**src/rtl/lsu_pkg.sv**
```systemverilog
// Shared definitions for the load/store memory stage: access types,
// FSM states, byte-lane constants and alignment helpers.
package lsu_pkg;

  typedef enum logic [2:0] {
    OP_LW  = 3'd0,
    OP_LB  = 3'd1,
    OP_LBU = 3'd2,
    OP_LH  = 3'd3,
    OP_LHU = 3'd4,
    OP_SW  = 3'd5,
    OP_SB  = 3'd6,
    OP_SH  = 3'd7
  } op_e;

  typedef enum logic [1:0] {
    ST_IDLE = 2'd0,
    ST_REQ  = 2'd1,
    ST_RESP = 2'd2
  } state_e;

  localparam logic [3:0] BE_WORD    = 4'b1111;
  localparam logic [3:0] BE_HALF_LO = 4'b0011;
  localparam logic [3:0] BE_HALF_HI = 4'b1100;
  localparam logic [3:0] BE_BYTE0   = 4'b0001;

  function automatic logic is_store(input op_e op);
    return (op == OP_SW) || (op == OP_SB) || (op == OP_SH);
  endfunction

  // Word accesses need a 4-byte boundary, halfwords a 2-byte boundary.
  function automatic logic is_aligned(input op_e op, input logic [1:0] lo);
    logic ok;
    case (op)
      OP_LW, OP_SW:         ok = (lo == 2'b00);
      OP_LH, OP_LHU, OP_SH: ok = ~lo[0];
      default:              ok = 1'b1;
    endcase
    return ok;
  endfunction

endpackage

```
**src/rtl/lsu_lane_align.sv**
```systemverilog
// Byte-lane steering: store byte enables and data replication, plus
// load lane extraction with sign/zero extension. Purely combinational.
module lsu_lane_align
  import lsu_pkg::*;
(
  input  op_e         op,
  input  logic [1:0]  lo,
  input  logic [31:0] wdata,
  input  logic [31:0] mem_rdata,
  output logic [3:0]  be,
  output logic [31:0] wdata_rep,
  output logic [31:0] load_data
);

  logic [31:0] lane_shifted;

  function automatic logic [31:0] ext8(input logic [7:0] b, input logic sgn);
    logic signed [7:0]  s;
    logic signed [31:0] r;
    s = b;
    r = s;
    return sgn ? r : {24'd0, b};
  endfunction

  function automatic logic [31:0] ext16(input logic [15:0] h, input logic sgn);
    logic signed [15:0] s;
    logic signed [31:0] r;
    s = h;
    r = s;
    return sgn ? r : {16'd0, h};
  endfunction

  // Addressed lane moved down to bit 0 so extraction is lane-independent.
  assign lane_shifted = mem_rdata >> {lo, 3'b000};

  // Per-op lane selection for both directions.
  always_comb begin
    be        = BE_WORD;
    wdata_rep = wdata;
    load_data = '0;
    case (op)
      OP_SB: begin
        be        = BE_BYTE0 << lo;
        wdata_rep = {4{wdata[7:0]}};
      end
      OP_SH: begin
        be        = lo[1] ? BE_HALF_HI : BE_HALF_LO;
        wdata_rep = {2{wdata[15:0]}};
      end
      OP_LB:   load_data = ext8(lane_shifted[7:0], 1'b1);
      OP_LBU:  load_data = ext8(lane_shifted[7:0], 1'b0);
      OP_LH:   load_data = ext16(lane_shifted[15:0], 1'b1);
      OP_LHU:  load_data = ext16(lane_shifted[15:0], 1'b0);
      OP_LW:   load_data = mem_rdata;
      default: ;
    endcase
  end

endmodule

```
**src/rtl/lsu_mem_stage.sv**
```systemverilog
// Load/store memory stage: runs one req/ack data-memory transaction per
// start, with a timeout, and returns extended load data or an error.
module lsu_mem_stage
  import lsu_pkg::*;
#(
  parameter int TIMEOUT_CYCLES = 16,
  parameter int TCNT_W         = 5
) (
  input  logic        clk,
  input  logic        rst,
  input  logic        start,
  input  logic [2:0]  op,
  input  logic [31:0] addr,
  input  logic [31:0] wdata,
  output logic        busy,
  output logic        done,
  output logic [31:0] rdata,
  output logic        addr_err,
  output logic        bus_err,
  output logic        mem_req,
  output logic        mem_we,
  output logic [3:0]  mem_be,
  output logic [31:0] mem_addr,
  output logic [31:0] mem_wdata,
  input  logic [31:0] mem_rdata,
  input  logic        mem_ack
);

  localparam logic [TCNT_W-1:0] TC_LAST = TCNT_W'(TIMEOUT_CYCLES - 1);

  state_e            state;
  logic [TCNT_W-1:0] tcnt;
  op_e               op_in;
  op_e               op_q;
  logic [1:0]        lo_q;
  op_e               sel_op;
  logic [1:0]        sel_lo;
  logic              aligned;
  logic [3:0]        be_c;
  logic [31:0]       wrep_c;
  logic [31:0]       load_c;

  assign op_in   = op_e'(op);
  assign aligned = is_aligned(op_in, addr[1:0]);

  // In IDLE the lane logic sees the incoming request (to build the bus
  // fields); afterwards it sees the latched op/offset (to extract loads).
  assign sel_op = (state == ST_IDLE) ? op_in : op_q;
  assign sel_lo = (state == ST_IDLE) ? addr[1:0] : lo_q;

  lsu_lane_align u_lane (
    .op        (sel_op),
    .lo        (sel_lo),
    .wdata     (wdata),
    .mem_rdata (mem_rdata),
    .be        (be_c),
    .wdata_rep (wrep_c),
    .load_data (load_c)
  );

  // Latch the access type and byte offset at launch for load extraction.
  always_ff @(posedge clk) begin
    if (state == ST_IDLE && start) begin
      op_q <= op_in;
      lo_q <= addr[1:0];
    end
  end

  // Transaction FSM with timeout counter and registered outputs.
  always_ff @(posedge clk or posedge rst) begin
    if (rst) begin
      state     <= ST_IDLE;
      tcnt      <= '0;
      busy      <= 1'b0;
      done      <= 1'b0;
      rdata     <= '0;
      addr_err  <= 1'b0;
      bus_err   <= 1'b0;
      mem_req   <= 1'b0;
      mem_we    <= 1'b0;
      mem_be    <= '0;
      mem_addr  <= '0;
      mem_wdata <= '0;
    end else begin
      case (state)
        ST_IDLE: begin
          done     <= 1'b0;
          addr_err <= 1'b0;
          bus_err  <= 1'b0;
          tcnt     <= '0;
          if (start) begin
            busy <= 1'b1;
            if (aligned) begin
              state     <= ST_REQ;
              mem_req   <= 1'b1;
              mem_we    <= is_store(op_in);
              mem_be    <= be_c;
              mem_addr  <= {addr[31:2], 2'b00};
              mem_wdata <= wrep_c;
            end else begin
              state    <= ST_RESP;
              done     <= 1'b1;
              addr_err <= 1'b1;
              rdata    <= '0;
            end
          end
        end
        ST_REQ: begin
          // An ack on the final timeout cycle still completes normally.
          if (mem_ack || tcnt == TC_LAST) begin
            state     <= ST_RESP;
            done      <= 1'b1;
            bus_err   <= ~mem_ack;
            rdata     <= mem_ack ? load_c : '0;
            mem_req   <= 1'b0;
            mem_we    <= 1'b0;
            mem_be    <= '0;
            mem_addr  <= '0;
            mem_wdata <= '0;
          end else begin
            tcnt <= tcnt + 1'b1;
          end
        end
        ST_RESP: begin
          state    <= ST_IDLE;
          busy     <= 1'b0;
          done     <= 1'b0;
          addr_err <= 1'b0;
          bus_err  <= 1'b0;
          tcnt     <= '0;
        end
        default: begin
          state <= ST_IDLE;
          busy  <= 1'b0;
          done  <= 1'b0;
        end
      endcase
    end
  end

endmodule

```
**config.mk**
```make
export PLATFORM = sky130hd
export DESIGN_NAME = lsu_mem_stage
export DESIGN_NICKNAME = d
export VERILOG_FILES = /design/src/rtl/lsu_pkg.sv /design/src/rtl/lsu_lane_align.sv /design/src/rtl/lsu_mem_stage.sv
export SDC_FILE = /design/constraint.sdc
export NUM_CORES = 1
export LEC_CHECK = 0
export CAP_MARGIN = 10
export CORE_ASPECT_RATIO = 1.4
export CORE_MARGIN = 5
export CORE_UTILIZATION = 38
export DETAILED_ROUTE_END_ITERATION = 10
export PLACE_DENSITY = 0.74
export RECOVER_POWER = 50
export REMOVE_ABC_BUFFERS = 1
export SLEW_MARGIN = 15
export SYNTH_ARGS = -nofsm -noshare
export SYNTH_HDL_FRONTEND = slang
export SYNTH_SLANG_ARGS = --single-unit
export TNS_END_PERCENT = 50
```
**constraint.sdc**
```tcl
create_clock -name clk -period 3.63 [get_ports clk]
set_input_delay 0.726 -clock clk [delete_from_list [all_inputs] [get_ports clk]]
set_output_delay 0.726 -clock clk [all_outputs]
set_load 0.03 [all_outputs]
```
==> results of run 1 <==
-- cell usage after synthesis, types with 3 or more instances --
cell,instances
edfxtp_1,5
nor2b_1,4
a22o_1,49
o21ai_0,27
o211ai_1,3
o2bb2ai_1,27
mux2_2,15
buf_6,3
a21o_1,12
a22oi_1,31
nor2_1,27
nand2_1,5
dfrtp_1,111
buf_4,3
a21oi_1,5
clkbuf_1,15
o211ai_2,8
and2_1,3
a211oi_1,3
mux4_2,7
o21ai_1,6
nand3_1,5
inv_1,6
nor3_1,5
mux2i_1,11
buf_2,12
-- cell type report --
type / instances / area [µm²]
fillers: 1137 / 5700
repair buffers: 218 / 2160
clock inverters: 14 / 155
flip-flops and latches: 116 / 2930
well taps: 185 / 231
inverters: 6 / 23.8
multi-input cells: 291 / 2330
clock buffers: 18 / 439
-- power breakdown --
| part | switching [mW] | leakage (nW) | total [mW] | internal [mW] |
|---|---|---|---|---|
| Clock | 0.614 | 0.275 | 1.65 | 1.03 |
| Combinational | 1.77 | 1.83 | 3.11 | 1.34 |
| Sequential | 0.295 | 1.49 | 2.07 | 1.77 |
-- logic make-up after synthesis --
kind of cell	synth area share [%]
fa+ha+maj	0.461
other cells	0.0691
buf+inv	3.59
compound gates	26.0
simple gates	6.59
mux	8.73
xor+xnor	0.645
flops	53.9
-- worst reg2reg max path: cells and delay by family (launching register included) --
kind                   cells  cell delay [ns]
and+or+nand+nor            2             1.32
buffers and inverters      1             0.31
AOI/OAI and AO/OA          3             0.69
DFF                        1             0.56
-- through the flow --
step	area (µm²)	hold slack, ns	util [%]
finish	8270	0.470	59.2
global route	8270	0.506	59.2
detailed placement	7680	0.468	55.0
floorplan	5260	0.497	-
CTS	8280	0.480	59.2
global placement	7680	0.461	55.0
-- registers in the layout, indices dropped and copies added (netlist names) --
name       cells
addr_err       1
bus_err        1
busy           1
done           1
lo_q           2
mem_addr      30
mem_be         4
mem_req        1
mem_wdata     32
mem_we         1
op_q           3
rdata         32
state          2
tcnt           5
-- worst paths after layout --
kind / depth (start not counted) / end / slack (ns) / start
setup reg to reg: 6 / mem_wdata[8] / 0.69 / state[0]
max in group asynchronous: 3 / mem_wdata[11] / 1.29 / rst
hold reg to reg: 1 / busy / 0.47 / busy
setup / recovery: 6 / mem_wdata[8] / 0.69 / state[0]
min in group asynchronous: 2 / mem_addr[7] / 1.28 / rst
hold / removal: 1 / busy / 0.47 / busy
-- routing by layer --
layer / track usage [%] / vias to the layer above / routed length (µm)
met4: 5.48 / 0 / 180
li1: - / 2127 / -
met2: 33.0 / 223 / 8160
met3: 6.75 / 12 / 1440
met1: 22.6 / 2260 / 6490
met5: 0 / - / 0
==> results.ini, run 1 <==
[timing]
setup_ws_ns=0.687
setup_violations=0
report.final.slew_viol_count=45
min_period_ns=2.94
relSlewSlack_pct=-31.5
tns_ns=0
fmax_ghz=0.340
fin_crit_sh_pct=81.1
finClkSkew_ns=0.0129
tightest_slew_ns=1.96
rsz0062_at_grt=no
hold_violations=0

[place]
io_buffers=206
dp.cells=816
gp_congestion=0.821
post-place-ws_ns=0.532
dp_hpwl_um=11900

[clocking]
numCtsBuffers=17
cts.repair.resized=0
postCtsSetupBuffers=0
clkLatencyLatePin_ns=0.40
clockRootBuffer=clkbuf_16
cts_sinks=116
hold_buffers=0
htreeDepth=4
cts_tree=built
clk_path_buf_depth=2
path_clk_slew_ns=0.05

[global_route]
grt_pass1_wl_um=25800
track_usage_pct=19.1
gr-total-overflow=0
grt_start_max_net_pins=68
grt_pass1_vias=5038
antenna_found_initial=0

[critical_path]
cpPeakStageDelay_ns=0.75
path_delay_family=simple AND/OR/NAND/NOR gates
worstSetupEndpointType=flip-flop
crit_arrival_ns=3.26
path_max_fanout=27
setup.worst_path.start_class=flip-flop
required_ns=3.95
critPathKind=flip-flop to flip-flop
slowest_stage=nor2_1
crit_chain=or2_0, nor2_1, a21boi_4, buf_4, o21ai_0, o2bb2ai_1
crit_buf_inv=1

[floorplanning]
die_y_um=151
ios=209
start_util_pct=38.9
dieArea_um2=16800
core_area_um2=14000
row_count=51
die_x_um=111

[job]
drv_cap=1

[yosys]
ys.flop_type=dfrtp_1
ys_seq_area_share_pct=53.9
synthArstFlopShare_pct=95.7
yosysTopAreaCell=dfrtp_1
ys_seq_elements=116
synth-edff-count=5
synth_top_area_share_pct=51.2
synth.top_cells.by_area=dfrtp_1, a22o_1, o2bb2ai_1, a22oi_1, mux2_2
synth.distinct_cells=54
yosysWarningCount=0
syn_avg_cell_area_um2=12.2
synthCells=445
synth_area_um2=5430

[power]
vdd.ir_drop.worst_v=0.000584
powerDensity_nw_per_um2=825
p_leak_nw=3.60
power_mw=6.82

[final_layout]
syn_to_final_growth_pct=52.3
final_nets=755
mostFrequentLayoutCell=clkdlybuf4s50_1
drive_gt1_share_pct=13.3
num_antenna_cells=0
final_cells=848
mostFrequentLayoutCells=clkdlybuf4s50_1, dfrtp_1, a22o_1, dlygate4sd3_1, a22oi_1

[routing]
drt_wl_total_um=16300
avgViaCountPerCell=5.45
drt-pass1-iter-count=4
drt_iter0_markers=233
via_count=4622
antenna_left=0
wl_per_cell_um=19.2
drc=0

[worst_hold_path]
hold_class=flip-flop to flip-flop

[status]
violations=max-capacitance violations, max-slew violations
status=finished with violations

Power figures use the tool's default switching activity.
==> run 2: changes to the inputs <==
Clock period 3.63 ns to 2.5 ns, I/O delays scaled along.
==> results.ini, run 2 (synthesis results as in run 1) <==
[critical_path]
r2r_cells=6  ; unchanged
critPathKind=primary input to flip-flop  ; was flip-flop to flip-flop
path_max_fanout=8  ; was 27
r2r_slack_ns=0.32  ; was 0.69 ns
required_ns=2.83  ; was 3.95 ns
cpPeakStageDelay_ns=0.56  ; was 0.75 ns
setup.worst_path.start_class=primary input  ; was flip-flop
crit_arrival_ns=2.60  ; was 3.26 ns
slowest_stage=clkdlybuf4s50_1  ; was nor2_1
worstSetupEndpointType=flip-flop  ; unchanged
crit_buf_inv=1  ; unchanged
crit_chain=clkdlybuf4s50_1, nor4_1, a21oi_1, xnor2_1, nor2_1, a21o_1  ; was or2_0, nor2_1, a21boi_4, buf_4, o21ai_0, o2bb2ai_1
path_delay_family=simple AND/OR/NAND/NOR gates  ; unchanged
rr_startpoint=state[1]  ; was state[0]
rr_endpoint=mem_wdata[15]  ; was mem_wdata[8]

[timing]
fmax_ghz=0.441
fin_hold_ws_ns=0.483  ; was 0.470 ns
setup_violations=0  ; unchanged
finClkSkew_ns=0.0136  ; was 0.0129 ns
fin_crit_sh_pct=90.7
tightest_slew_ns=1.49  ; was 1.96 ns
rsz0062_at_grt=no  ; unchanged
setup_ws_ns=0.233  ; was 0.687 ns
relSlewSlack_pct=0.662  ; was -31.5%
report.final.slew_viol_count=0  ; was 45
hold_violations=0  ; unchanged
tns_ns=0  ; unchanged
min_period_ns=2.27

[clocking]
path_clk_slew_ns=0.05  ; about the same
clockRootBuffer=clkbuf_16  ; unchanged
cts_sinks=116  ; unchanged
postCtsSetupBuffers=0  ; unchanged
hold_buffers=0  ; unchanged
cts_tree=built  ; unchanged
clkLatencyLatePin_ns=0.40  ; about the same
htreeDepth=4  ; unchanged
cts.repair.resized=0  ; unchanged
numCtsBuffers=17  ; unchanged
clk_path_buf_depth=2  ; unchanged

[place]
post-place-ws_ns=-0.0748  ; was 0.532 ns
gp_congestion=0.838  ; was 0.821
io_buffers=206  ; unchanged
dpl_cell_area_um2=7940  ; was 7680 µm²
dp_hpwl_um=12600  ; was 11,900 µm

[floorplanning]
die_y_um=151  ; unchanged
core_area_um2=14000  ; unchanged
dieArea_um2=16800  ; unchanged
die_x_um=111  ; unchanged
ios=209  ; unchanged
start_util_pct=38.9  ; unchanged
row_count=51  ; unchanged

[routing]
avgViaCountPerCell=5.49  ; was 5.45
wl_per_cell_um=19.5  ; was 19.2 µm
drt-pass1-iter-count=5  ; was 4
antenna_left=0  ; unchanged
drc=0  ; unchanged
drt_wl_total_um=16900  ; was 16,300 µm
drt_iter0_markers=200  ; was 233
via_count=4767  ; was 4,622

[final_layout]
reg_top3=mem_wdata (32), rdata (32), mem_addr (30)  ; unchanged
mostFrequentLayoutCells=clkdlybuf4s50_1, dfrtp_1, a22o_1, dlygate4sd3_1, a22oi_1  ; unchanged
mostFrequentLayoutCell=clkdlybuf4s50_1  ; unchanged
final_nets=776  ; was 755
postLayoutCellArea_um2=8460  ; was 8270 µm²
syn_to_final_growth_pct=55.7  ; was 52.3%
drive_gt1_share_pct=15.2  ; was 13.3%
num_antenna_cells=0  ; unchanged

[worst_hold_path]
holdPathEnd=mem_wdata[29]  ; was busy
hold_class=flip-flop to flip-flop  ; unchanged
hold_start=mem_wdata[29]  ; was busy
hold-path-cell-count=1  ; unchanged

[global_route]
antenna_found_initial=0  ; unchanged
grt_start_max_net_pins=66  ; was 68
gr-total-overflow=0  ; unchanged
grt_pass1_vias=5336  ; was 5,038
grt_pass1_wl_um=27300  ; was 25,800 µm
track_usage_pct=20.3  ; was 19.1%

[status]
status=completed  ; was finished with violations

[power]
vdd.ir_drop.worst_v=0.000610  ; was 0.000584 V
power_mw=9.99  ; was 6.82 mW
powerDensity_nw_per_um2=1180  ; was 825 nW/µm²
p_leak_nw=3.70  ; was 3.60 nW

[job]
drv_cap=0  ; was 1

## run 2: cell count changes in the layout (fill, tap and decap cells not counted), moves of 4 or more
cell,delta
buf_12,+6
buf_4,+10
clkbuf_1,+5
clkinv_4,-4
dlygate4sd3_1,-8
clkinv_2,+4
clkdlybuf4s50_1,+8
## run 2: worst max path at each step
| stage | start | to | cells past startpoint |
|---|---|---|---|
| after global placement | addr[0] | rdata[8] | 7 |
| after floorplan | state[0] | mem_wdata[15] | 5 |
| after detailed placement | addr[0] | rdata[13] | 7 |
| after global routing | addr[0] | rdata[14] | 7 |
| final | op[1] | rdata[1] | 6 |
| after CTS | state[1] | mem_wdata[15] | 6 |
## run 2: power by group
group          switching (mW)  internal [mW]  total [mW]
combinational            2.63           2.08        4.71
sequential              0.417           2.57        2.99
clock                   0.829           1.46        2.29
## run 2: stage by stage
stage	std cells	util [%]
floorplan	413	-
global placement	837	56.8
detailed placement	837	56.8
CTS	868	60.8
global route	868	60.5
finish	868	60.5
## run 2: cell type report
cell class	instances	area (µm²)
multi-input cells	291	2330
clock inverters	9	76.3
fillers	1138	5520
flip-flops and latches	116	2930
repair buffers	239	2380
inverters	6	23.8
well taps	185	231
clock buffers	22	485
## run 2: layer usage
| metal | GRT usage, % | wire (µm) | vias up |
|---|---|---|---|
| li1 | - | - | 2166 |
| met1 | 21.8 | 6370 | 2349 |
| met2 | 36.7 | 8710 | 223 |
| met3 | 7.51 | 1510 | 29 |
| met4 | 7.67 | 318 | 0 |
| met5 | 0 | 0 | - |
